$ cat src/rtl/ssd_bcd_scanner_if.sv
// ssd_bcd_scanner_if: conversion request/result and display signals of the BCD scanner.
interface ssd_bcd_scanner_if #(
    parameter int BIN_W      = 8,
    parameter int NUM_DIGITS = 4
);
    logic [BIN_W-1:0]        bin_in;
    logic                    load;
    logic                    blank_lz;
    logic                    busy;
    logic                    done;
    logic [4*NUM_DIGITS-1:0] bcd_out;
    logic [NUM_DIGITS-1:0]   an;
    logic [7:0]              cathodes;

    modport master (
        output bin_in, load, blank_lz,
        input  busy, done, bcd_out, an, cathodes
    );

    modport slave (
        input  bin_in, load, blank_lz,
        output busy, done, bcd_out, an, cathodes
    );
endinterface

$ cat src/rtl/ssd_bcd_scanner.sv
// ssd_bcd_scanner: double-dabble binary-to-BCD converter driving a multiplexed
// seven-segment display with optional leading-zero blanking.
module ssd_bcd_scanner #(
    parameter int BIN_W      = 8,
    parameter int NUM_DIGITS = 4,
    parameter int SCAN_DIV   = 18
) (
    input logic ClkPort,
    input logic Reset_n,
    ssd_bcd_scanner_if.slave bus
);
    localparam int DW = 4 * NUM_DIGITS;
    localparam int CW = (BIN_W > 1) ? $clog2(BIN_W) : 1;
    localparam int IW = (NUM_DIGITS > 1) ? $clog2(NUM_DIGITS) : 1;
    localparam logic [7:0] SEG [16] = '{
        8'h03, 8'h9F, 8'h25, 8'h0D, 8'h99, 8'h49, 8'h41, 8'h1F,
        8'h01, 8'h09, 8'h11, 8'hC1, 8'h63, 8'h85, 8'h61, 8'h71
    };

    typedef enum logic [1:0] {IDLE, SHIFT, COMMIT} state_t;

    state_t                state_q, state_d;
    logic [BIN_W-1:0]      sr_q, sr_d;
    logic [DW-1:0]         work_q, work_d;
    logic [CW-1:0]         cnt_q, cnt_d;
    logic [DW-1:0]         bcd_q, bcd_d;
    logic                  done_q, done_d;
    logic [SCAN_DIV-1:0]   presc_q, presc_d;
    logic [IW-1:0]         idx_q, idx_d;
    logic [NUM_DIGITS-1:0] an_q, an_d;
    logic [7:0]            cath_q, cath_d;
    logic [DW-1:0]         adj;
    logic [3:0]            digit;
    logic                  blank;

    always_ff @(posedge ClkPort or negedge Reset_n) begin
        if (!Reset_n) begin
            state_q <= IDLE;
            sr_q    <= '0;
            work_q  <= '0;
            cnt_q   <= '0;
            bcd_q   <= '0;
            done_q  <= 1'b0;
            presc_q <= '0;
            idx_q   <= '0;
            an_q    <= '1;
            cath_q  <= 8'hFF;
        end else begin
            state_q <= state_d;
            sr_q    <= sr_d;
            work_q  <= work_d;
            cnt_q   <= cnt_d;
            bcd_q   <= bcd_d;
            done_q  <= done_d;
            presc_q <= presc_d;
            idx_q   <= idx_d;
            an_q    <= an_d;
            cath_q  <= cath_d;
        end
    end

    always_comb begin
        adj = work_q;
        for (int k = 0; k < NUM_DIGITS; k++)
            adj[4*k +: 4] = (work_q[4*k +: 4] > 4'd4) ? work_q[4*k +: 4] + 4'd3 : work_q[4*k +: 4];
    end

    always_comb begin
        state_d = state_q;
        sr_d    = sr_q;
        work_d  = work_q;
        cnt_d   = cnt_q;
        bcd_d   = bcd_q;
        done_d  = 1'b0;
        case (state_q)
            IDLE: if (bus.load) begin
                state_d = SHIFT;
                sr_d    = bus.bin_in;
                work_d  = '0;
                cnt_d   = '0;
            end
            SHIFT: begin
                work_d = {adj[DW-2:0], sr_q[BIN_W-1]};
                sr_d   = {sr_q[BIN_W-2:0], 1'b0};
                cnt_d  = cnt_q + 1'b1;
                // The result register is loaded on the last shift so it is valid
                // in the same cycle that done is high.
                if (cnt_q == CW'(BIN_W - 1)) begin
                    state_d = COMMIT;
                    bcd_d   = work_d;
                    done_d  = 1'b1;
                end
            end
            default: state_d = IDLE;
        endcase
    end

    always_comb begin
        presc_d = presc_q + 1'b1;
        idx_d   = (&presc_q) ? ((idx_q == IW'(NUM_DIGITS - 1)) ? '0 : idx_q + 1'b1) : idx_q;
        an_d    = ~(NUM_DIGITS'(1) << idx_q);
        digit   = bcd_q[{idx_q, 2'b00} +: 4];
        blank   = bus.blank_lz && (idx_q != '0) && ((bcd_q >> {idx_q, 2'b00}) == '0);
        cath_d  = blank ? 8'hFF : SEG[digit];
    end

    assign bus.busy     = (state_q != IDLE);
    assign bus.done     = done_q;
    assign bus.bcd_out  = bcd_q;
    assign bus.an       = an_q;
    assign bus.cathodes = cath_q;
endmodule

$ cat src/flat_wrapper.sv
// flat-port wrapper written by rule: the top's interface ports become plain ports
module ssd_bcd_scanner_flat 
#(
    parameter int BIN_W      = 8,
    parameter int NUM_DIGITS = 4,
    parameter int SCAN_DIV   = 18
)
  (ClkPort, Reset_n, bus_bin_in, bus_load, bus_blank_lz, bus_busy, bus_done, bus_bcd_out, bus_an, bus_cathodes);
  ssd_bcd_scanner_if #(.BIN_W(BIN_W), .NUM_DIGITS(NUM_DIGITS)) bus_i ();
  input logic ClkPort;
  input logic Reset_n;
  input wire logic [$bits(bus_i.bin_in)-1:0] bus_bin_in;
  input wire logic [$bits(bus_i.load)-1:0] bus_load;
  input wire logic [$bits(bus_i.blank_lz)-1:0] bus_blank_lz;
  output wire logic [$bits(bus_i.busy)-1:0] bus_busy;
  output wire logic [$bits(bus_i.done)-1:0] bus_done;
  output wire logic [$bits(bus_i.bcd_out)-1:0] bus_bcd_out;
  output wire logic [$bits(bus_i.an)-1:0] bus_an;
  output wire logic [$bits(bus_i.cathodes)-1:0] bus_cathodes;
  assign bus_i.bin_in = bus_bin_in;
  assign bus_i.load = bus_load;
  assign bus_i.blank_lz = bus_blank_lz;
  assign bus_busy = bus_i.busy;
  assign bus_done = bus_i.done;
  assign bus_bcd_out = bus_i.bcd_out;
  assign bus_an = bus_i.an;
  assign bus_cathodes = bus_i.cathodes;
  ssd_bcd_scanner #(.BIN_W(BIN_W), .NUM_DIGITS(NUM_DIGITS), .SCAN_DIV(SCAN_DIV)) u_core (.ClkPort(ClkPort), .Reset_n(Reset_n), .bus(bus_i));
endmodule
$ cat config.mk
export PLATFORM = sky130hd
export DESIGN_NAME = ssd_bcd_scanner_flat
export DESIGN_NICKNAME = d
export VERILOG_FILES = /design/src/rtl/ssd_bcd_scanner_if.sv /design/src/rtl/ssd_bcd_scanner.sv /design/src/flat_wrapper.sv
export SDC_FILE = /design/constraint.sdc
export NUM_CORES = 1
export LEC_CHECK = 0
export CAP_MARGIN = 25
export CORE_MARGIN = 2
export CORE_UTILIZATION = 55
export DETAILED_ROUTE_END_ITERATION = 7
export PLACE_DENSITY = 0.88
export REMOVE_ABC_BUFFERS = 1
export SLEW_MARGIN = 20
export SYNTH_ARGS = -nofsm -noshare
export SYNTH_HDL_FRONTEND = slang
export SYNTH_SLANG_ARGS = --single-unit
$ cat constraint.sdc
create_clock -name ClkPort -period 5.88 [get_ports ClkPort]
set_input_delay 1.764 -clock ClkPort [delete_from_list [all_inputs] [get_ports ClkPort]]
set_output_delay 1.764 -clock ClkPort [all_outputs]
set_load 0.03 [all_outputs]
==> results_dict.tcl <==
set metrics [dict create \
    outcome "completed" \
    yosysSeqAreaShare_pct 50.55 \
    globalRoute.totalOverflow 0 \
    drtAntennaViolNets 0 \
    synth-seq-cells 77 \
    synth_edf_count 0 \
    fin_skew_ns 0.005071 \
    setup_viol 0 \
    synth_top_cell_area_share_pct 43.02 \
    drt_iter0_drc 224 \
    rows 30 \
    worstPathRequired_ns 4.12 \
    cts.path.max_buffers 2 \
    start_util_pct 56.81 \
    drive_gt1_share_pct 10.92 \
    hold_class "reg2reg" \
    finalNonFillerCells 492 \
    r2r_cells 4 \
    hold_path.startpoint "u_core.work_q[12]$_DFFE_PN0P_" \
    path_max_fanout 18 \
    dieArea_um2 7663 \
    synth_area_leaders "dfrtp_1 43%, dfstp_2 7.5%, ha_1 6.2%" \
    critPathKind "reg2out" \
    htreeDepth 3 \
    yosys.area.top_type "dfrtp_1" \
    critPathMaxStageDelay_ns 0.67 \
    multi_input_area_um2 1725 \
    rsz0062_at_grt "no" \
    diodes 0 \
    slew_headroom_pct 46.32 \
    path_cells "or2_1 > clkdlybuf4s50_1" \
    final_max_slew_viol_count 0 \
    worstSetupStartpointType "register" \
    via_per_inst 5.661 \
    grt_pass1_wl_mm 12.16 \
    slowest_stage "clkdlybuf4s50_1" \
    power_leakage_uw 0.001961 \
    core_area_um2 6756 \
    cts-root-buf "clkbuf_8" \
    crit_start "u_core.state_q[0]$_DFFE_PN0P_" \
    critical-path-top-delay-family "buffers and inverters" \
    grt_usage_pct 20.56 \
    io_pins 42 \
    tns_ns 0 \
    async_flop_share_pct 100.0 \
    antenna_found_initial 0 \
    crit_buf_inv 1 \
    cp.depth 2 \
    final_nets 438 \
    p_per_area_nw_per_um2 508.8 \
    clk_latency_ns 0.35 \
    worst_slew_pin_slew_ns 0.8032 \
    post-route-period-util_pct 60.99 \
    end_kind "output pin" \
    fillerInstances 528 \
    wire_per_inst_um 14.73 \
    fmax_ghz 0.2789 \
    fin_crit_ns 3.586 \
    max_cap_viol_count 0 \
    cts_sinks 77 \
    reg2reg_from "u_core.state_q[0]$_DFFE_PN0P_" \
    yosysWarnings 0 \
    firstDrtPassIters 4 \
    portBuffers 40 \
    hold_violations 0 \
    r2r_slack_ns 3.49 \
    synthFlopType "dfrtp_1" \
    place_congestion 0.8140 \
    synth_cell_types 46 \
    cts_tree "built" \
    grt_pass1_vias 2649 \
    dp.cells 475 \
    die_h_um 87.54 \
    cts_setup_buffers 0 \
    drc 0 \
    worstPathArrival_ns 1.82 \
    die_x_um 87.54 \
    area_growth_pct 17.01 \
    hpwl_mm 5.058 \
    cts_buffers 9 \
    syn_area_um2 3839 \
    route.vias.total 2785 \
    wl_mm 7.246 \
    yosys.cell_count.top_type "dfrtp_1" \
    syn_area_per_cell_um2 10.46 \
    postCtsHoldBufs 0 \
    reg2reg_to "u_core.bus.bcd_out[0]$_DFFE_PN0P_" \
    seq_area_um2 1941 \
    clk_pin_slew_worst_paths_ns 0.07 \
    ir_worst_vdd_mv 0.2756 \
    endpoint "bus_busy" \
    syn_inst 367 \
    cts_resized 0 \
    grt_max_degree 78 \
    netlist_top_cells_count "66 x dfrtp_1, 43 x nand2_1, 24 x inv_1, 24 x o21ai_1" \
]
[cells in the final DEF (no fill, tap or decap), types with 3 or more instances in the layout]
master	count
dfrtp_1	66
nand2_1	43
clkdlybuf4s50_1	39
inv_1	24
o21ai_1	24
xnor2_1	19
ha_1	19
o21ai_0	15
a21oi_1	15
nor2_1	14
dfstp_2	11
nand3_1	9
clkbuf_8	9
mux2_2	8
a22o_1	8
mux2i_1	7
nand4_1	6
nor3b_1	6
nor4_1	4
xor2_1	4
nor3_1	4
a22oi_1	4
mux4_2	3
and3_1	3
inv_2	3
o311ai_1	3
or3_1	3
nand2b_1	3
a21o_1	3
[area by class of cell]
class / instances / share of cell area, %
Multi-Input combinational cell: 250 / 38.41
Inverter: 27 / 2.256
Tap cell: 80 / 2.228
Clock buffer: 10 / 2.841
Clock inverter: 6 / 1.421
Sequential cell: 77 / 43.20
Timing Repair Buffer: 42 / 9.638
[layer usage]
layer | global-route usage, % | part of all wire, % | up-vias
met4 | 9.231 | 2.1 | 0
met5 | 0 | 0 | -
li1 | - | - | 1348
met3 | 3.959 | 3.3 | 15
met2 | 32.99 | 48 | 65
met1 | 27.35 | 47 | 1357
[how the worst min path moves through the flow]
stage	endpoint	slack [ns]	cells past startpoint
2_1_floorplan	u_core.presc_q[16]$_DFF_PN0_	0.44	1
3_3_place_gp	u_core.presc_q[16]$_DFF_PN0_	0.45	1
3_5_place_dp	u_core.work_q[12]$_DFFE_PN0P_	0.47	1
4_1_cts	u_core.presc_q[10]$_DFF_PN0_	0.49	1
5_1_grt	u_core.work_q[12]$_DFFE_PN0P_	0.50	1
6_report	u_core.work_q[12]$_DFFE_PN0P_	0.49	1
[per-stage QoR]
stage | total power [µW] | hold slack [ns] | util, % | worst slack (ns) | area, µm²
after floorplan | 1556 | 0.4381 | - | 2.833 | 3767
after CTS | 2290 | 0.4870 | 66.07 | 2.282 | 4464
after detailed placement | 1897 | 0.4699 | 63.24 | 2.688 | 4273
after global routing | 2442 | 0.4953 | 66.48 | 2.182 | 4492
final | 2285 | 0.4858 | 66.48 | 2.294 | 4492
after global placement | 1851 | 0.4544 | 63.24 | 2.703 | 4273
[kinds of logic (layout without fill, tap and decap cells)]
logic type               Yosys count  after routing  share of synthesized area (%)
XOR/XNOR                          23             23                          5.248
other                              1              1                        0.09769
AND/OR/NAND/NOR                  102            102                          12.74
multiplexers                      22             22                          7.497
adder cells (fa/ha/maj)           19             19                          6.193
buffers and inverters             40             85                          4.498
flip-flops                        77             77                          50.55
AO/OA/AOI/OAI                     83             83                          13.17
[state kept, by name (all words and copies together) (netlist names)]
name and flops:
u_core.bus.an 4, u_core.idx_q 2, u_core.bus.bcd_out 16, u_core.bus.cathodes 7, u_core.state_q 2, u_core.bus.done 1, u_core.work_q 16, u_core.presc_q 18
u_core.sr_q 8, u_core.cnt_q 3
[worst register-to-register path, delay by kind of cell, from the launching register on]
kind          cells  cell delay, ns
simple gates      2            0.99
flops             1            0.64
mux               1            0.36
buf+inv           1            0.30
[power breakdown]
part	switching [µW]	internal [µW]	total, µW
clock network	194	195	389
registers	158	706	864
logic	577	455	1030
total	929	1360	2290
(Power assumes the default switching activity.)
